===== src/rtl/vga_frame_reader.sv =====
// VGA 640x480 scan-out from a 320x240 RGB444 frame buffer with 2x pixel/line duplication.
// Sync, data-enable and frame marker are delayed to line up with the BRAM read latency.
module vga_frame_reader #(
  parameter int   H_ACTIVE    = 640,
  parameter int   H_FP        = 16,
  parameter int   H_SYNC      = 96,
  parameter int   H_BP        = 48,
  parameter int   V_ACTIVE    = 480,
  parameter int   V_FP        = 10,
  parameter int   V_SYNC      = 2,
  parameter int   V_BP        = 33,
  parameter int   SRC_W       = 320,
  parameter int   RD_LATENCY  = 1,
  parameter logic SYNC_ACTIVE = 1'b0
) (
  input  logic        pclk,
  input  logic        rst_n,
  output logic [16:0] rd_addr,
  output logic        rd_en,
  input  logic [11:0] rd_data,
  output logic [3:0]  vga_r,
  output logic [3:0]  vga_g,
  output logic [3:0]  vga_b,
  output logic        hsync,
  output logic        vsync,
  output logic        de,
  output logic        frame_start
);

  localparam int H_TOTAL = H_ACTIVE + H_FP + H_SYNC + H_BP;
  localparam int V_TOTAL = V_ACTIVE + V_FP + V_SYNC + V_BP;
  localparam int HW      = $clog2(H_TOTAL);
  localparam int VW      = $clog2(V_TOTAL);
  localparam int DEPTH   = RD_LATENCY + 1;

  localparam logic [HW-1:0] H_ACT  = HW'(H_ACTIVE);
  localparam logic [HW-1:0] H_LAST = HW'(H_TOTAL - 1);
  localparam logic [HW-1:0] H_SS   = HW'(H_ACTIVE + H_FP);
  localparam logic [HW-1:0] H_SE   = HW'(H_ACTIVE + H_FP + H_SYNC - 1);
  localparam logic [VW-1:0] V_ACT  = VW'(V_ACTIVE);
  localparam logic [VW-1:0] V_LAST = VW'(V_TOTAL - 1);
  localparam logic [VW-1:0] V_SS   = VW'(V_ACTIVE + V_FP);
  localparam logic [VW-1:0] V_SE   = VW'(V_ACTIVE + V_FP + V_SYNC - 1);
  localparam logic [16:0]   LINE_STEP = 17'(SRC_W);

  logic [HW-1:0]    r_h_cnt;
  logic [VW-1:0]    r_v_cnt;
  logic [16:0]      r_line_base;
  logic [DEPTH-1:0] r_act_pipe;
  logic [DEPTH-1:0] r_hs_pipe;
  logic [DEPTH-1:0] r_vs_pipe;
  logic [DEPTH-1:0] r_fs_pipe;

  logic        w_active;
  logic        w_hs_on;
  logic        w_vs_on;
  logic        w_frame;
  logic        w_line_end;
  logic        w_last_line;
  logic [16:0] w_pix_addr;

  assign w_active    = (r_h_cnt < H_ACT) && (r_v_cnt < V_ACT);
  assign w_hs_on     = (r_h_cnt >= H_SS) && (r_h_cnt <= H_SE);
  assign w_vs_on     = (r_v_cnt >= V_SS) && (r_v_cnt <= V_SE);
  assign w_frame     = (r_h_cnt == '0) && (r_v_cnt == '0);
  assign w_line_end  = (r_h_cnt == H_LAST);
  assign w_last_line = (r_v_cnt == V_LAST);
  // Horizontal duplication: drop the LSB of the display column.
  assign w_pix_addr  = r_line_base + 17'(r_h_cnt[HW-1:1]);

  // Raster counters; line_base steps after each odd active line for vertical duplication.
  always_ff @(posedge pclk) begin
    if (!rst_n) begin
      r_h_cnt     <= '0;
      r_v_cnt     <= '0;
      r_line_base <= '0;
    end else if (w_line_end) begin
      r_h_cnt <= '0;
      if (w_last_line) begin
        r_v_cnt     <= '0;
        r_line_base <= '0;
      end else begin
        r_v_cnt <= r_v_cnt + 1'b1;
        if ((r_v_cnt < V_ACT) && r_v_cnt[0])
          r_line_base <= r_line_base + LINE_STEP;
      end
    end else begin
      r_h_cnt <= r_h_cnt + 1'b1;
    end
  end

  always_ff @(posedge pclk) begin
    if (!rst_n) begin
      rd_en   <= 1'b0;
      rd_addr <= '0;
    end else begin
      rd_en <= w_active;
      if (w_active)
        rd_addr <= w_pix_addr;
    end
  end

  // Sync flags travel active-high through the pipe; polarity is applied at the pins.
  always_ff @(posedge pclk) begin
    if (!rst_n) begin
      r_act_pipe <= '0;
      r_hs_pipe  <= '0;
      r_vs_pipe  <= '0;
      r_fs_pipe  <= '0;
    end else begin
      r_act_pipe <= {r_act_pipe[DEPTH-2:0], w_active};
      r_hs_pipe  <= {r_hs_pipe[DEPTH-2:0],  w_hs_on};
      r_vs_pipe  <= {r_vs_pipe[DEPTH-2:0],  w_vs_on};
      r_fs_pipe  <= {r_fs_pipe[DEPTH-2:0],  w_frame};
    end
  end

  always_ff @(posedge pclk) begin
    if (!rst_n) begin
      de          <= 1'b0;
      vga_r       <= '0;
      vga_g       <= '0;
      vga_b       <= '0;
      hsync       <= ~SYNC_ACTIVE;
      vsync       <= ~SYNC_ACTIVE;
      frame_start <= 1'b0;
    end else begin
      de          <= r_act_pipe[DEPTH-1];
      {vga_r, vga_g, vga_b} <= r_act_pipe[DEPTH-1] ? rd_data : '0;
      hsync       <= r_hs_pipe[DEPTH-1] ? SYNC_ACTIVE : ~SYNC_ACTIVE;
      vsync       <= r_vs_pipe[DEPTH-1] ? SYNC_ACTIVE : ~SYNC_ACTIVE;
      frame_start <= r_fs_pipe[DEPTH-1];
    end
  end

endmodule


===== config.mk =====
export PLATFORM = sky130hd
export DESIGN_NAME = vga_frame_reader
export DESIGN_NICKNAME = d
export VERILOG_FILES = /design/src/rtl/vga_frame_reader.sv
export SDC_FILE = /design/constraint.sdc
export NUM_CORES = 1
export LEC_CHECK = 0
export ABC_AREA = 0
export CAP_MARGIN = 15
export CORE_ASPECT_RATIO = 1.1
export CORE_MARGIN = 10
export CORE_UTILIZATION = 45
export CTS_CLUSTER_DIAMETER = 200
export CTS_CLUSTER_SIZE = 40
export DETAILED_ROUTE_END_ITERATION = 10
export PLACE_DENSITY = 0.71
export SYNTH_ARGS = -nofsm -noshare
export SYNTH_HDL_FRONTEND = slang
export SYNTH_SLANG_ARGS = --single-unit

===== constraint.sdc =====
create_clock -name pclk -period 3.7 [get_ports pclk]
set_input_delay 0.925 -clock pclk [delete_from_list [all_inputs] [get_ports pclk]]
set_output_delay 0.925 -clock pclk [all_outputs]
set_load 0.02 [all_outputs]

---- Yosys cells after proc, flatten, opt, wreduce, memory -nomap -nowiden ----
Cells that the tools add are included.
storage, ports and cells
  flip-flop bits (word level) ............. 79
  input bits .............................. 14
  output and inout bits ................... 34
  word-level logic and storage cells ...... 45
cells by class
  add/subtract/negate cells ............... 4
  order comparisons ....................... 6
  equality and inequality tests ........... 2
  multiplexer cells ....................... 5
  bitwise logic cells ..................... 1
  reductions and logical operators ........ 11
operators with widths
  cell                     number
  $mux W17                 2
  $add A10 B1 Y10 const B  2
  $eq A10 B10 Y1 const B   2
  $logic_not A10 Y1        2
  $add A17 B9 Y17          1
  $add A17 B9 Y17 const B  1
  $ge A10 B10 Y1 const B   1
  $ge A10 B9 Y1 const B    1
  $le A10 B10 Y1 const B   1
  $le A10 B9 Y1 const B    1
  $lt A10 B10 Y1 const B   1
  $lt A10 B9 Y1 const B    1
  $mux W10                 1
  $logic_and A1 B1 Y1      5
  $reduce_and A2 Y1        2
  $mux W1                  2
  $reduce_bool A2 Y1       1
  $reduce_or A2 Y1         1
  $not A1 Y1               1

---- Depth between registers and ports, before layout ----
Gate-level depths: netlist (run 1).
  depth in word-level cells ............... 4
  mapped depth ............................ 8
  gate-level depth less buffers ........... 7

---- Worst setup path after synthesis (run 1) ----
No wires, ideal clock.
  path type ............................... register -> register
  start ................................... register r_h_cnt[0]
  end ..................................... register r_line_base[6]
  setup time .............................. 117 ps
  arrival time ............................ 1,641 ps
  required time ........................... 3,583 ps
  slack ................................... 1,941 ps
  cell stages (with the launch flop) ...... 8
  cell sequence ........................... dfxtp_1 > ha_1 > and3_1 > buf_2 > nand3_1 > o21ai_1 > buf_2 > nor2_1
on the way
  cells in the longest elaborated chain, start to end .. 2
ends and longest elaborated chain
  item                                RTL line  source
  from (decl)                         46        logic [HW-1:0] r_h_cnt;
  from (signal assigned)              88        r_h_cnt <= r_h_cnt + 1'b1;
  $eq A10 B10 Y1                      66        assign w_line_end = (r_h_cnt == H_LAST);
  $reduce_and A2 Y1 (no source line)  --
  to (signal assigned)                85        r_line_base <= r_line_base + LINE_STEP;
  to (decl)                           48        logic [16:0] r_line_base;
Every way passes these cells.
A chain may end at the register's enable or synchronous reset.

==> flow_summary.html, run 1 <==
<table>
<tr><th>Metric</th><th>Value</th></tr>
<tr><th colspan="2">Clock network</th></tr>
<tr><td>Number of buffers between clock root and the deepest sink</td><td>2</td></tr>
<tr><td>CTS clock-pin slew for the worst setup and hold paths</td><td>0.08 ns</td></tr>
<tr><td>Number of gates resized after cts</td><td>0</td></tr>
<tr><td>Clock tree from TritonCTS</td><td>built</td></tr>
<tr><td>CTS H-tree lvls</td><td>3</td></tr>
<tr><td>Number of clock sinks</td><td>72</td></tr>
<tr><td>CTS hold repair buffers</td><td>0</td></tr>
<tr><td>Clock Latency Late Sink</td><td>0.35 ns</td></tr>
<tr><td>Inserted Clock Buffers</td><td>9</td></tr>
<tr><td>Clock Tree Root</td><td>sky130_fd_sc_hd__clkbuf_8</td></tr>
<tr><td>Post-CTS repair timing setup buffer count</td><td>0</td></tr>
<tr><th colspan="2">Critical path</th></tr>
<tr><td>Category of the critical setup timing path</td><td>primary input to flip-flop</td></tr>
<tr><td>Max FO, Critical Path</td><td>32</td></tr>
<tr><td>Required time reported for the critical path endpoint</td><td>3.97 ns</td></tr>
<tr><td>Register-to-register setup slack</td><td>1.57 ns</td></tr>
<tr><td>CP max stage delay</td><td>0.47 ns</td></tr>
<tr><td>Cells along the critical path</td><td>clkdlybuf4s50_1, buf_4, clkinv_1, nor2_1, nand3_1, nor3_1</td></tr>
<tr><td>Terminus of the critical flop-to-flop path</td><td>rd_addr[11]</td></tr>
<tr><td>Element type at the critical path start</td><td>primary input</td></tr>
<tr><td>Crit end category</td><td>flip-flop</td></tr>
<tr><td>Number of cells traversed by the worst register-to-register path</td><td>6</td></tr>
<tr><td>CP delay by family, top</td><td>buffers and inverters</td></tr>
<tr><td>Launching point of the worst reg2reg path</td><td>r_h_cnt[8]</td></tr>
<tr><td>Endpoint arrival time on the critical path</td><td>2.70 ns</td></tr>
<tr><td>Buffers and inverters on the worst path</td><td>3</td></tr>
<tr><td>Critical Path Slowest Stage Cell</td><td>sky130_fd_sc_hd__clkinv_1</td></tr>
<tr><th colspan="2">Global route</th></tr>
<tr><td>First-pass GRT wire length</td><td>10.6 mm</td></tr>
<tr><td>Met1 global-route usage</td><td>16.0%</td></tr>
<tr><td>GRT Max-Usage Layer</td><td>met2</td></tr>
<tr><td>Global router's overall resource usage</td><td>13.1%</td></tr>
<tr><td>Maximum number of pins on one net before global-route repair</td><td>33</td></tr>
<tr><td>Vias in the first global route</td><td>2276</td></tr>
<tr><td>Met3 Track Usage GR</td><td>4.33%</td></tr>
<tr><td>Initial antenna violation count</td><td>0</td></tr>
<tr><td>Remaining Overflow, GRT</td><td>0</td></tr>
<tr><td>Met2 track demand over resource in global routing</td><td>20.5%</td></tr>
<tr><th colspan="2">Finish</th></tr>
<tr><td>Area growth from synthesis to final layout</td><td>26.4%</td></tr>
<tr><td>Ratio of cells with drive above 1 in the final layout</td><td>5.33%</td></tr>
<tr><td>Final-layout fill cell count</td><td>567</td></tr>
<tr><td>Non-filler cells in the finished layout</td><td>455</td></tr>
<tr><td>Total non-filler cell area in the finished layout</td><td>3640 um2</td></tr>
<tr><td>Post-layout nets</td><td>393</td></tr>
<tr><td>Total inserted antenna cells</td><td>0</td></tr>
<tr><th colspan="2">STA</th></tr>
<tr><td>Worst setup skew after layout</td><td>0.00657 ns</td></tr>
<tr><td>Setup_tns</td><td>0 ns</td></tr>
<tr><td>Max-slew headroom at the worst pin</td><td>48.4%</td></tr>
<tr><td>Endpoints failing hold</td><td>0</td></tr>
<tr><td>Finish-stage setup viols</td><td>0</td></tr>
<tr><td>Achievable clock frequency</td><td>411 MHz</td></tr>
<tr><td>Final period utilization</td><td>65.7%</td></tr>
<tr><td>Worst-margin pin slew</td><td>0.774 ns</td></tr>
<tr><td>Crit path time final</td><td>2.43 ns</td></tr>
<tr><td>Slew Viols, Final</td><td>0</td></tr>
<tr><td>RSZ-0062 raised after global routing</td><td>false</td></tr>
<tr><th colspan="2">Synthesis</th></tr>
<tr><td>Gate count of the mapped netlist</td><td>322</td></tr>
<tr><td>Multiplexer fraction of the synthesized cell area</td><td>0%</td></tr>
<tr><td>Largest cells by area after synthesis</td><td>sky130_fd_sc_hd__dfxtp_1 (50%), sky130_fd_sc_hd__nor2_1 (5.1%), sky130_fd_sc_hd__a21oi_1 (5.0%)</td></tr>
<tr><td>Arithmetic-cell share of the synthesized area counting full adders, half adders and majority gates</td><td>3.91%</td></tr>
<tr><td>Top FF cell, synth</td><td>sky130_fd_sc_hd__dfxtp_1</td></tr>
<tr><td>Post-synth ARST share</td><td>0%</td></tr>
<tr><td>Yosys Warn Count</td><td>0</td></tr>
<tr><td>Netlist area before placement</td><td>2880 um2</td></tr>
<tr><td>Post-synthesis xor/xnor area fraction</td><td>8.83%</td></tr>
<tr><td>Netlist cell types</td><td>33</td></tr>
<tr><td>Simple-gate share of the synthesized area</td><td>24.3%</td></tr>
<tr><td>Avg Cell Area, Syn</td><td>8.93 um2</td></tr>
<tr><td>Synth top cells by count</td><td>sky130_fd_sc_hd__dfxtp_1 (72), sky130_fd_sc_hd__nor2_1 (39), sky130_fd_sc_hd__nand2_1 (32)</td></tr>
<tr><td>EDFF count, synth</td><td>0</td></tr>
<tr><td>Fraction of post-synthesis cell area in the top cell type by area</td><td>50.1%</td></tr>
<tr><td>Sequential fraction of the synthesis area</td><td>50.1%</td></tr>
<tr><td>Register bit count reported by yosys</td><td>72</td></tr>
<tr><td>Net count after synthesis</td><td>345</td></tr>
<tr><td>Dominant cell by count in the synthesized netlist</td><td>sky130_fd_sc_hd__dfxtp_1</td></tr>
<tr><td>Compound-gate portion of the synthesized area</td><td>10.3%</td></tr>
<tr><td>Main combinational cell family by area after synthesis</td><td>simple AND/OR/NAND/NOR gates</td></tr>
<tr><td>Yosys top cell by area</td><td>sky130_fd_sc_hd__dfxtp_1</td></tr>
<tr><th colspan="2">Floorplanning</th></tr>
<tr><td>Std-Cell Core Area</td><td>6190 um2</td></tr>
<tr><td>Die Y-Extent</td><td>104 um</td></tr>
<tr><td>Overall die width</td><td>96.2 um</td></tr>
<tr><td>Std-Cell Rows</td><td>30</td></tr>
<tr><td>DIE AREA</td><td>9990 um2</td></tr>
<tr><td>Starting Density</td><td>46.4%</td></tr>
<tr><td>I/O pin total</td><td>48</td></tr>
<tr><th colspan="2">Placed design</th></tr>
<tr><td>Final RePlAce weighted congestion</td><td>0.826</td></tr>
<tr><td>DP Wirelength</td><td>4.68 mm</td></tr>
<tr><td>Placement-stage cell area</td><td>3420 um2</td></tr>
<tr><td>Placed cells</td><td>439</td></tr>
<tr><td>Buffers added on ports</td><td>47</td></tr>
<tr><th colspan="2">Hold path</th></tr>
<tr><td>Class of the tightest hold or removal check</td><td>flip-flop to flip-flop</td></tr>
<tr><td>Min-Delay Path Depth</td><td>1</td></tr>
<tr><td>Worst Hold Launch</td><td>r_hs_pipe[1]</td></tr>
<tr><td>End point of the worst hold path</td><td>hsync</td></tr>
<tr><th colspan="2">Run status</th></tr>
<tr><td>Run status</td><td>finished clean</td></tr>
<tr><th colspan="2">Power and ir drop</th></tr>
<tr><td>Power density normalized to cell area</td><td>423 nW/um2</td></tr>
<tr><td>Leak Pwr</td><td>1.36 nW</td></tr>
<tr><td>Worst supply voltage drop on vdd</td><td>0.220 mV</td></tr>
<tr><th colspan="2">Drt</th></tr>
<tr><td>Number of vias per cell after detailed routing</td><td>5.30</td></tr>
<tr><td>Total DRC errors in the routed layout</td><td>0</td></tr>
<tr><td>DRT antenna net count</td><td>0</td></tr>
<tr><td>Detailed-router iteration count before antenna repair</td><td>5</td></tr>
<tr><td>Total via count after detailed routing</td><td>2411</td></tr>
<tr><td>Violation count after the first detailed-routing iteration</td><td>141</td></tr>
<tr><td>Drt wl/cell</td><td>14.2 um</td></tr>
<tr><td>Total wirelength of the detailed-routed design</td><td>6.47 mm</td></tr>
<tr><th colspan="2">Flow run</th></tr>
<tr><td>Maximum capacitance violations</td><td>0</td></tr>
</table>
## worst reg2reg max path, stage by stage (launching register included)
cell                      delay (ns)
sky130_fd_sc_hd__dfxtp_1        0.49
sky130_fd_sc_hd__ha_1           0.31
sky130_fd_sc_hd__a21o_1         0.21
sky130_fd_sc_hd__a21oi_1        0.55
sky130_fd_sc_hd__nor2_1         0.13
sky130_fd_sc_hd__xnor2_1        0.18
sky130_fd_sc_hd__a21oi_1        0.09
## cells in the final DEF, fill, tap and decap left out, types with 2 or more instances in the layout
cell type / synthesis / final
sky130_fd_sc_hd__dfxtp_1: 72 / 72
sky130_fd_sc_hd__clkdlybuf4s50_1: 0 / 47
sky130_fd_sc_hd__nor2_1: 39 / 39
sky130_fd_sc_hd__nand2_1: 32 / 32
sky130_fd_sc_hd__a21oi_1: 29 / 29
sky130_fd_sc_hd__and3_1: 21 / 21
sky130_fd_sc_hd__xnor2_1: 15 / 15
sky130_fd_sc_hd__xor2_1: 14 / 14
sky130_fd_sc_hd__o21ai_0: 13 / 13
sky130_fd_sc_hd__nand3_1: 12 / 12
sky130_fd_sc_hd__nand4_1: 9 / 9
sky130_fd_sc_hd__ha_1: 9 / 9
sky130_fd_sc_hd__clkbuf_8: 0 / 9
sky130_fd_sc_hd__and2_1: 8 / 8
sky130_fd_sc_hd__or3_1: 7 / 7
sky130_fd_sc_hd__inv_1: 6 / 6
sky130_fd_sc_hd__nor3_1: 4 / 4
sky130_fd_sc_hd__o31ai_1: 4 / 4
sky130_fd_sc_hd__a211o_1: 2 / 2
sky130_fd_sc_hd__bufinv_16: 0 / 2
sky130_fd_sc_hd__clkinv_2: 0 / 2
## sequential cells by signal (all words and copies together), names as in the netlist
register	count
r_h_cnt	10
r_line_base	11
vsync	1
r_act_pipe	2
frame_start	1
vga_r	4
vga_g	4
rd_addr	17
r_vs_pipe	2
hsync	1
r_fs_pipe	2
vga_b	4
r_v_cnt	10
de	1
r_hs_pipe	2
## cells by family after synthesis
logic type	Yosys count
simple gates	140
flops	72
compound gates	53
xor+xnor	29
buf+inv	19
fa+ha+maj	9
## layer usage
layer  share of wire (%)  wire length (um)
met5                   0                 0
met4                 2.0               132
met3                 6.0               386
met2                  45              2910
met1                  47              3040
## stage by stage
step | power [W] | util (%) | hold slack, ns | setup WS (ns)
after floorplan | 0.000840 | - | 0.343 | 1.94
after global placement | 0.000872 | 55.0 | 0.348 | 0.940
after detailed placement | 0.000876 | 55.2 | 0.353 | 0.896
after CTS | 0.00155 | 58.7 | 0.368 | 1.25
after global routing | 0.00159 | 58.7 | 0.377 | 1.09
final | 0.00154 | 58.7 | 0.364 | 1.27
## area by class of cell
| class | count | area [um2] | share of cell area [%] |
|---|---|---|---|
| Clock inverter | 7 | 95.1 | 2.62 |
| Timing Repair Buffer | 49 | 489 | 13.5 |
| Tap cell | 80 | 100 | 2.75 |
| Inverter | 7 | 26.3 | 0.723 |
| Sequential cell | 72 | 1440 | 39.6 |
| Multi-Input combinational cell | 231 | 1360 | 37.4 |
| Clock buffer | 9 | 124 | 3.41 |
## worst max path at each step
stage | startpoint | endpoint | slack, ns | depth (start not counted)
2_1_floorplan | r_h_cnt[0] | r_line_base[6] | 1.94 | 7
3_3_place_gp | rst_n | r_hs_pipe[0] | 0.94 | 6
3_5_place_dp | rst_n | r_hs_pipe[0] | 0.90 | 6
4_1_cts | rst_n | r_hs_pipe[0] | 1.25 | 6
5_1_grt | rst_n | r_hs_pipe[0] | 1.09 | 6
6_report | rst_n | r_hs_pipe[0] | 1.27 | 6
## power by group
group          switching, W  internal [W]  leakage, nW
combinational     0.0000314     0.0000333        0.669
clock              0.000300      0.000380        0.110
sequential       0.00000664      0.000785        0.583
total              0.000338       0.00120         1.36
(Power assumes the default switching activity.)
==> inputs of run 2 (changes only) <==
--- a/config.mk
+++ b/config.mk
@@ -13,7 +13,7 @@
 export CTS_CLUSTER_DIAMETER = 200
 export CTS_CLUSTER_SIZE = 40
 export DETAILED_ROUTE_END_ITERATION = 10
-export PLACE_DENSITY = 0.71
+export PLACE_DENSITY = 0.74
 export SYNTH_ARGS = -nofsm -noshare
 export SYNTH_HDL_FRONTEND = slang
 export SYNTH_SLANG_ARGS = --single-unit
==> constraint.sdc (replaced) <==
create_clock -name pclk -period 2.1 [get_ports pclk]
set_input_delay 0.525 -clock pclk [delete_from_list [all_inputs] [get_ports pclk]]
set_output_delay 0.525 -clock pclk [all_outputs]
set_load 0.02 [all_outputs]
==> run 2 against run 1 <==
Worst setup slack lost 1.0 ns. First-iteration DRC count down 38%. Critical path depth is 1 higher. Clock skew grew 0.00057 ns. Register-to-register slack got worse by 1.3 ns. Total power grew 86%. Worst hold slack improved by 0.0031 ns. Largest power group unchanged. Combinational power rose by 78%.
==> flow_summary.html, run 2 (synthesized netlist as in run 1, its figures left out) <==
<table>
<tr><th>Metric</th><th>Value</th></tr>
<tr><th colspan="2">Run status</th></tr>
<tr><td>Run status</td><td>finished clean</td></tr>
<tr><th colspan="2">Power and ir drop</th></tr>
<tr><td>Register share of total power</td><td>48.8% (-2.7 points)</td></tr>
<tr><td>Switching power</td><td>0.000615 W (+82%)</td></tr>
<tr><td>Internal Dissipation</td><td>0.00225 W (+87%)</td></tr>
<tr><td>Switching Share</td><td>21.5% (-0.48 points)</td></tr>
<tr><td>Worst supply voltage drop on vdd</td><td>0.378 mV (+72%)</td></tr>
<tr><td>Clock share of power</td><td>47.2% (+2.9 points)</td></tr>
<tr><td>Gate power share</td><td>4.0% (-0.2 points)</td></tr>
<tr><td>Power density normalized to cell area</td><td>763 nW/um2 (+81%)</td></tr>
<tr><td>Leak Pwr</td><td>1.43 nW (+5.1%)</td></tr>
<tr><th colspan="2">Drt</th></tr>
<tr><td>Drt wl/cell</td><td>13.8 um (-3.0%)</td></tr>
<tr><td>Number of vias per cell after detailed routing</td><td>5.20 (-1.9%)</td></tr>
<tr><td>DRT antenna net count</td><td>0 (unchanged)</td></tr>
<tr><td>Detailed-router iteration count before antenna repair</td><td>5 (unchanged)</td></tr>
<tr><td>Total wirelength of the detailed-routed design</td><td>6.42 mm (-0.82%)</td></tr>
<tr><td>Violation count after the first detailed-routing iteration</td><td>87 (-38%)</td></tr>
<tr><td>Total via count after detailed routing</td><td>2418 (+0.29%)</td></tr>
<tr><td>Total DRC errors in the routed layout</td><td>0 (unchanged)</td></tr>
<tr><th colspan="2">Finish</th></tr>
<tr><td>Post-layout nets</td><td>403 (+2.5%)</td></tr>
<tr><td>Leading cell type in the layout, fill and taps excluded</td><td>sky130_fd_sc_hd__dfxtp_1</td></tr>
<tr><td>Ratio of cells with drive above 1 in the final layout</td><td>7.79% (+2.5 points)</td></tr>
<tr><td>Flip-flop count of the largest register, all copies and words added</td><td>17 (unchanged)</td></tr>
<tr><td>Biggest regs</td><td>rd_addr (17), r_line_base (11)</td></tr>
<tr><td>Commonest non-fill, non-tap cells in the layout</td><td>sky130_fd_sc_hd__dfxtp_1 (72), sky130_fd_sc_hd__clkdlybuf4s50_1 (47), sky130_fd_sc_hd__nor2_1 (39), sky130_fd_sc_hd__nand2_1 (32), sky130_fd_sc_hd__a21oi_1 (29)</td></tr>
<tr><td>Fin util</td><td>60.5% (+1.8 points)</td></tr>
<tr><td>Largest register by flop count</td><td>rd_addr</td></tr>
<tr><td>Total inserted antenna cells</td><td>0 (unchanged)</td></tr>
<tr><td>Non-filler cells in the finished layout</td><td>465 (+2.2%)</td></tr>
<tr><td>Area growth from synthesis to final layout</td><td>30.4%</td></tr>
<tr><th colspan="2">STA</th></tr>
<tr><td>Worst setup skew after layout</td><td>0.00714 ns (+0.000573 ns)</td></tr>
<tr><td>Endpoints failing hold</td><td>0 (unchanged)</td></tr>
<tr><td>Crit path time final</td><td>1.86 ns</td></tr>
<tr><td>Max-slew headroom at the worst pin</td><td>76.2% (+28 points)</td></tr>
<tr><td>Slew Viols, Final</td><td>0 (unchanged)</td></tr>
<tr><td>Final period utilization</td><td>88.4%</td></tr>
<tr><td>RSZ-0062 raised after global routing</td><td>false</td></tr>
<tr><td>Finish-stage setup viols</td><td>0 (unchanged)</td></tr>
<tr><td>Fin Hold WS</td><td>0.367 ns (+0.00308 ns)</td></tr>
<tr><td>Worst-margin pin slew</td><td>0.357 ns (-0.417 ns)</td></tr>
<tr><td>Worst path setup slack after routing</td><td>0.244 ns (-1.02 ns)</td></tr>
<tr><td>Achievable clock frequency</td><td>539 MHz</td></tr>
<tr><td>Setup_tns</td><td>0 ns (unchanged)</td></tr>
<tr><th colspan="2">Critical path</th></tr>
<tr><td>Category of the critical setup timing path</td><td>flip-flop to flip-flop</td></tr>
<tr><td>Crit end category</td><td>flip-flop</td></tr>
<tr><td>Element type at the critical path start</td><td>flip-flop</td></tr>
<tr><td>Endpoint arrival time on the critical path</td><td>2.14 ns (-0.56 ns)</td></tr>
<tr><td>Required time reported for the critical path endpoint</td><td>2.38 ns (-1.59 ns)</td></tr>
<tr><td>Max FO, Critical Path</td><td>7 (-78%)</td></tr>
<tr><th colspan="2">Clock network</th></tr>
<tr><td>CTS H-tree lvls</td><td>3 (unchanged)</td></tr>
<tr><td>Number of gates resized after cts</td><td>0 (unchanged)</td></tr>
<tr><td>Clock Latency Late Sink</td><td>0.35 ns (about the same)</td></tr>
<tr><td>Inserted Clock Buffers</td><td>9 (unchanged)</td></tr>
<tr><td>Number of clock sinks</td><td>72 (unchanged)</td></tr>
<tr><td>Post-CTS repair timing setup buffer count</td><td>0 (unchanged)</td></tr>
<tr><td>Clock Tree Root</td><td>sky130_fd_sc_hd__clkbuf_8</td></tr>
<tr><td>CTS clock-pin slew for the worst setup and hold paths</td><td>0.08 ns (about the same)</td></tr>
<tr><td>CTS hold repair buffers</td><td>0 (unchanged)</td></tr>
<tr><td>Clock tree from TritonCTS</td><td>built</td></tr>
<tr><td>Number of buffers between clock root and the deepest sink</td><td>2 (unchanged)</td></tr>
<tr><th colspan="2">Global route</th></tr>
<tr><td>Initial antenna violation count</td><td>0 (unchanged)</td></tr>
<tr><td>Vias in the first global route</td><td>2303 (+1.2%)</td></tr>
<tr><td>Global router's overall resource usage</td><td>12.9% (-0.24 points)</td></tr>
<tr><td>Maximum number of pins on one net before global-route repair</td><td>32 (-3.0%)</td></tr>
<tr><td>First-pass GRT wire length</td><td>10.6 mm (-0.90%)</td></tr>
<tr><td>Remaining Overflow, GRT</td><td>0 (unchanged)</td></tr>
<tr><th colspan="2">Floorplanning</th></tr>
<tr><td>DIE AREA</td><td>9990 um2 (unchanged)</td></tr>
<tr><td>I/O pin total</td><td>48 (unchanged)</td></tr>
<tr><td>Std-Cell Rows</td><td>30 (unchanged)</td></tr>
<tr><td>Std-Cell Core Area</td><td>6190 um2 (unchanged)</td></tr>
<tr><td>Overall die width</td><td>96.2 um (unchanged)</td></tr>
<tr><td>Die Y-Extent</td><td>104 um (unchanged)</td></tr>
<tr><td>Starting Density</td><td>46.4% (unchanged)</td></tr>
<tr><th colspan="2">Placed design</th></tr>
<tr><td>Final RePlAce weighted congestion</td><td>0.878 (+6.3%)</td></tr>
<tr><td>Buffers added on ports</td><td>47 (unchanged)</td></tr>
<tr><td>Pre-CTS setup slack</td><td>0.246 ns (-0.650 ns)</td></tr>
<tr><td>Placed cells</td><td>449 (+2.3%)</td></tr>
<tr><td>DP Wirelength</td><td>4.72 mm (+1.0%)</td></tr>
<tr><th colspan="2">Flow run</th></tr>
<tr><td>Maximum capacitance violations</td><td>0 (unchanged)</td></tr>
<tr><th colspan="2">Hold path</th></tr>
<tr><td>Class of the tightest hold or removal check</td><td>flip-flop to flip-flop</td></tr>
</table>
[run 2: worst paths after layout]
path | from | to | slack, ns | cells past startpoint
worst max register to register | r_v_cnt[1] | r_line_base[13] | 0.24 | 7
worst max-delay path | r_v_cnt[1] | r_line_base[13] | 0.24 | 7
worst min register to register | r_hs_pipe[1] | hsync | 0.37 | 1
worst min-delay path | r_hs_pipe[1] | hsync | 0.37 | 1
[run 2: area by class of cell]
| class | count | area [um2] |
|---|---|---|
| flip-flops and latches | 72 | 1440 |
| clock inverters | 7 | 125 |
| fillers | 531 | 2440 |
| well taps | 80 | 100 |
| multi-input cells | 231 | 1360 |
| inverters | 7 | 26.3 |
| clock buffers | 9 | 124 |
| repair buffers | 59 | 573 |
[run 2: metrics by stage]
step	instance area, um2	power (W)
after detailed placement	3500	0.00154
after global routing	3750	0.00296
after global placement	3500	0.00154
after floorplan	2880	0.00148
final	3750	0.00286
after CTS	3750	0.00290
[run 2: worst max-delay path: stages, from the launching register on]
cell,delay (ns)
sky130_fd_sc_hd__dfxtp_1,0.38
sky130_fd_sc_hd__inv_1,0.08
sky130_fd_sc_hd__ha_1,0.12
sky130_fd_sc_hd__nor2b_1,0.19
sky130_fd_sc_hd__nand3_2,0.16
sky130_fd_sc_hd__a211o_1,0.35
sky130_fd_sc_hd__or3_1,0.36
sky130_fd_sc_hd__a21oi_1,0.14
[run 2: power by group through the flow]
stage	clock network, W	registers, W	logic (W)
final	0.00135	0.00140	0.000115
after global routing	0.00144	0.00140	0.000127
after CTS	0.00138	0.00140	0.000117
after detailed placement	0	0.00143	0.000116
after global placement	0	0.00143	0.000115
after floorplan	0	0.00144	0.0000412
[run 2: metal layers]
| metal | GRT usage (%) | vias up | routed length [um] |
|---|---|---|---|
| met5 | 0 | - | 0 |
| met4 | 6.86 | 0 | 97 |
| met3 | 2.82 | 9 | 383 |
| met2 | 20.6 | 63 | 3030 |
| met1 | 15.4 | 1120 | 2910 |
| li1 | - | 1226 | - |
==> inputs of run 3 (changes only) <==
--- a/config.mk
+++ b/config.mk
@@ -14,6 +14,7 @@
 export CTS_CLUSTER_SIZE = 40
 export DETAILED_ROUTE_END_ITERATION = 10
 export PLACE_DENSITY = 0.74
+export RECOVER_POWER = 100
 export SYNTH_ARGS = -nofsm -noshare
 export SYNTH_HDL_FRONTEND = slang
 export SYNTH_SLANG_ARGS = --single-unit
==> run 3 against run 2 <==
Global-route usage stayed put. Count of clock-buffer cells in the layout stayed put. Total power is 0.18% lower. Worst hold slack hardly changed. Worst setup slack worse by 0.051 ns. First-iteration DRC count is 2.3% higher. Largest cell class unchanged. Highest routed layer unchanged.
==> flow_summary.html, run 3 (synthesized netlist as in run 1, its figures left out) <==
<table>
<tr><th>Metric</th><th>Value</th></tr>
<tr><th colspan="2">Power and ir drop</th></tr>
<tr><td>Worst supply voltage drop on vdd</td><td>0.378 mV (about the same)</td></tr>
<tr><td>Power density normalized to cell area</td><td>765 nW/um2 (+0.19%)</td></tr>
<tr><td>Leak Pwr</td><td>1.52 nW (+5.9%)</td></tr>
<tr><th colspan="2">Critical path</th></tr>
<tr><td>Crit. Startpoint</td><td>rd_addr[5]</td></tr>
<tr><td>Max FO, Critical Path</td><td>2 (-5)</td></tr>
<tr><td>Register-to-register setup slack</td><td>0.21 ns (-0.03 ns)</td></tr>
<tr><td>Cells along the critical path</td><td>dlygate4sd3_1</td></tr>
<tr><td>Launching point of the worst reg2reg path</td><td>r_h_cnt[1]</td></tr>
<tr><td>CP delay by family, top</td><td>buffers and inverters</td></tr>
<tr><td>Required time reported for the critical path endpoint</td><td>1.57 ns (-0.81 ns)</td></tr>
<tr><td>Terminus of the critical flop-to-flop path</td><td>r_line_base[6]</td></tr>
<tr><td>Crit end category</td><td>output pin</td></tr>
<tr><td>Endpoint arrival time on the critical path</td><td>1.38 ns (-0.76 ns)</td></tr>
<tr><td>Buffers and inverters on the worst path</td><td>1 (unchanged)</td></tr>
<tr><td>CP max stage delay</td><td>0.70 ns (+0.32 ns)</td></tr>
<tr><td>Element type at the critical path start</td><td>flip-flop</td></tr>
<tr><td>Critical Path Slowest Stage Cell</td><td>sky130_fd_sc_hd__dlygate4sd3_1</td></tr>
<tr><td>Critical Path End</td><td>rd_addr[5]</td></tr>
<tr><td>Number of cells traversed by the worst register-to-register path</td><td>7 (unchanged)</td></tr>
<tr><td>Category of the critical setup timing path</td><td>flip-flop to output pin</td></tr>
<tr><td>Stages on the worst setup path</td><td>1 (-6)</td></tr>
<tr><th colspan="2">Clock network</th></tr>
<tr><td>Clock Tree Root</td><td>sky130_fd_sc_hd__clkbuf_8</td></tr>
<tr><td>CTS hold repair buffers</td><td>0 (unchanged)</td></tr>
<tr><td>CTS H-tree lvls</td><td>3 (unchanged)</td></tr>
<tr><td>Inserted Clock Buffers</td><td>9 (unchanged)</td></tr>
<tr><td>Post-CTS repair timing setup buffer count</td><td>0 (unchanged)</td></tr>
<tr><td>Clock tree from TritonCTS</td><td>built</td></tr>
<tr><td>Number of gates resized after cts</td><td>0 (unchanged)</td></tr>
<tr><td>Clock Latency Late Sink</td><td>0.35 ns (about the same)</td></tr>
<tr><td>Number of buffers between clock root and the deepest sink</td><td>2 (unchanged)</td></tr>
<tr><td>Number of clock sinks</td><td>72 (unchanged)</td></tr>
<tr><td>CTS clock-pin slew for the worst setup and hold paths</td><td>0.08 ns (about the same)</td></tr>
<tr><th colspan="2">STA</th></tr>
<tr><td>RSZ-0062 raised after global routing</td><td>false</td></tr>
<tr><td>Slew Viols, Final</td><td>0 (unchanged)</td></tr>
<tr><td>Worst setup skew after layout</td><td>0.00694 ns (-0.000203 ns)</td></tr>
<tr><td>Setup_tns</td><td>0 ns (unchanged)</td></tr>
<tr><td>Worst path setup slack after routing</td><td>0.193 ns (-0.0510 ns)</td></tr>
<tr><td>Final period utilization</td><td>90.8% (+2.4 points)</td></tr>
<tr><td>Finish-stage setup viols</td><td>0 (unchanged)</td></tr>
<tr><td>Worst-margin pin slew</td><td>0.752 ns (+0.395 ns)</td></tr>
<tr><td>Endpoints failing hold</td><td>0 (unchanged)</td></tr>
<tr><td>Max-slew headroom at the worst pin</td><td>49.9% (-26 points)</td></tr>
<tr><td>Achievable clock frequency</td><td>524 MHz (-2.7%)</td></tr>
<tr><td>Crit path time final</td><td>1.91 ns (+0.0510 ns)</td></tr>
<tr><th colspan="2">Drt</th></tr>
<tr><td>DRT antenna net count</td><td>0 (unchanged)</td></tr>
<tr><td>Violation count after the first detailed-routing iteration</td><td>89 (+2.3%)</td></tr>
<tr><td>Wire length on met1</td><td>2.95 mm (+1.5%)</td></tr>
<tr><td>Highest signal layer in the routed design</td><td>met4</td></tr>
<tr><td>Drt wl/cell</td><td>13.9 um (+0.47%)</td></tr>
<tr><td>Detailed route wirelength on metal2</td><td>3.03 mm (about the same)</td></tr>
<tr><td>Number of vias per cell after detailed routing</td><td>5.21 (+0.25%)</td></tr>
<tr><td>Total via count after detailed routing</td><td>2424 (+0.25%)</td></tr>
<tr><td>Detailed-router iteration count before antenna repair</td><td>4 (-1)</td></tr>
<tr><td>Total DRC errors in the routed layout</td><td>0 (unchanged)</td></tr>
<tr><td>Total wirelength of the detailed-routed design</td><td>6.45 mm (+0.47%)</td></tr>
<tr><td>Detailed route wirelength on metal3</td><td>350 um (-8.6%)</td></tr>
<tr><th colspan="2">Floorplanning</th></tr>
<tr><td>DIE AREA</td><td>9990 um2 (unchanged)</td></tr>
<tr><td>I/O pin total</td><td>48 (unchanged)</td></tr>
<tr><td>Starting Density</td><td>46.4% (unchanged)</td></tr>
<tr><td>Overall die width</td><td>96.2 um (unchanged)</td></tr>
<tr><td>Die Y-Extent</td><td>104 um (unchanged)</td></tr>
<tr><td>Std-Cell Core Area</td><td>6190 um2 (unchanged)</td></tr>
<tr><td>Std-Cell Rows</td><td>30 (unchanged)</td></tr>
<tr><th colspan="2">Finish</th></tr>
<tr><td>Leading cell type in the layout, fill and taps excluded</td><td>sky130_fd_sc_hd__dfxtp_1</td></tr>
<tr><td>Final-layout fill cell count</td><td>536 (+0.94%)</td></tr>
<tr><td>Largest register by flop count</td><td>rd_addr</td></tr>
<tr><td>Post-layout nets</td><td>403 (unchanged)</td></tr>
<tr><td>Commonest non-fill, non-tap cells in the layout</td><td>sky130_fd_sc_hd__dfxtp_1 (72), sky130_fd_sc_hd__nor2_1 (39), sky130_fd_sc_hd__dlygate4sd3_1 (35), sky130_fd_sc_hd__nand2_1 (32), sky130_fd_sc_hd__a21oi_1 (29)</td></tr>
<tr><td>Ratio of cells with drive above 1 in the final layout</td><td>7.01% (-0.78 points)</td></tr>
<tr><td>Biggest regs</td><td>rd_addr (17), r_line_base (11)</td></tr>
<tr><td>Area growth from synthesis to final layout</td><td>29.9%</td></tr>
<tr><td>Fin util</td><td>60.3% (-0.22 points)</td></tr>
<tr><td>Flip-flop count of the largest register, all copies and words added</td><td>17 (unchanged)</td></tr>
<tr><td>Total inserted antenna cells</td><td>0 (unchanged)</td></tr>
<tr><th colspan="2">Global route</th></tr>
<tr><td>Global router's overall resource usage</td><td>12.9% (unchanged)</td></tr>
<tr><td>Vias in the first global route</td><td>2303 (unchanged)</td></tr>
<tr><td>Remaining Overflow, GRT</td><td>0 (unchanged)</td></tr>
<tr><td>Initial antenna violation count</td><td>0 (unchanged)</td></tr>
<tr><td>First-pass GRT wire length</td><td>10.6 mm (unchanged)</td></tr>
<tr><td>Maximum number of pins on one net before global-route repair</td><td>32 (unchanged)</td></tr>
<tr><th colspan="2">Placed design</th></tr>
<tr><td>Buffers added on ports</td><td>47 (unchanged)</td></tr>
<tr><td>Final RePlAce weighted congestion</td><td>0.878 (unchanged)</td></tr>
<tr><td>Pre-CTS setup slack</td><td>0.246 ns (unchanged)</td></tr>
<tr><td>DP Wirelength</td><td>4.72 mm (unchanged)</td></tr>
<tr><th colspan="2">Hold path</th></tr>
<tr><td>Class of the tightest hold or removal check</td><td>flip-flop to flip-flop</td></tr>
<tr><td>Min-Delay Path Depth</td><td>1 (unchanged)</td></tr>
<tr><td>Worst Hold Launch</td><td>r_hs_pipe[1]</td></tr>
<tr><th colspan="2">Run status</th></tr>
<tr><td>Run status</td><td>finished clean</td></tr>
<tr><th colspan="2">Flow run</th></tr>
<tr><td>Maximum capacitance violations</td><td>0 (unchanged)</td></tr>
</table>
run 3: cell count changes in the layout (fill, tap and decap cells not counted), sizes merged:
cell,delta
dlygate4sd3,+35
clkbuf,+4
buf,-4
clkdlybuf4s50,-35
run 3: how the worst min path moves through the flow:
stage / slack (ns) / end
after global routing: 0.40 / vsync
after floorplan: 0.34 / hsync
after CTS: 0.37 / hsync
after global placement: 0.35 / hsync
after detailed placement: 0.35 / hsync
final: 0.37 / hsync
run 3: stage by stage:
| step | instances | hold slack [ns] | area, um2 | total power [W] |
|---|---|---|---|---|
| 2_1_floorplan | 322 | 0.343 | 2880 | 0.00148 |
| 3_3_place_gp | 449 | 0.349 | 3500 | 0.00154 |
| 3_5_place_dp | 449 | 0.349 | 3500 | 0.00154 |
| 4_1_cts | 465 | 0.370 | 3750 | 0.00290 |
| 5_1_grt | 465 | 0.399 | 3740 | 0.00296 |
| 6_report | 465 | 0.367 | 3740 | 0.00286 |
run 3: final cells by class:
cell class / instances / area [um2] / share of cell area [%]
Sequential cell: 72 / 1440 / 38.6
Multi-Input combinational cell: 231 / 1360 / 36.4
Timing Repair Buffer: 59 / 559 / 15.0
Clock inverter: 7 / 125 / 3.35
Clock buffer: 9 / 124 / 3.32
Tap cell: 80 / 100 / 2.68
Inverter: 7 / 26.3 / 0.703
run 3: per-layer routing:
| layer | GRT usage (%) | vias up |
|---|---|---|
| li1 | - | 1227 |
| met3 | 2.82 | 10 |
| met5 | 0 | - |
| met2 | 20.6 | 60 |
| met4 | 6.86 | 0 |
| met1 | 15.4 | 1127 |
run 3: power breakdown:
part           total, W  switching [W]  internal [W]
registers       0.00139      0.0000113       0.00138
clock network   0.00135       0.000550      0.000803
logic          0.000109      0.0000550     0.0000538
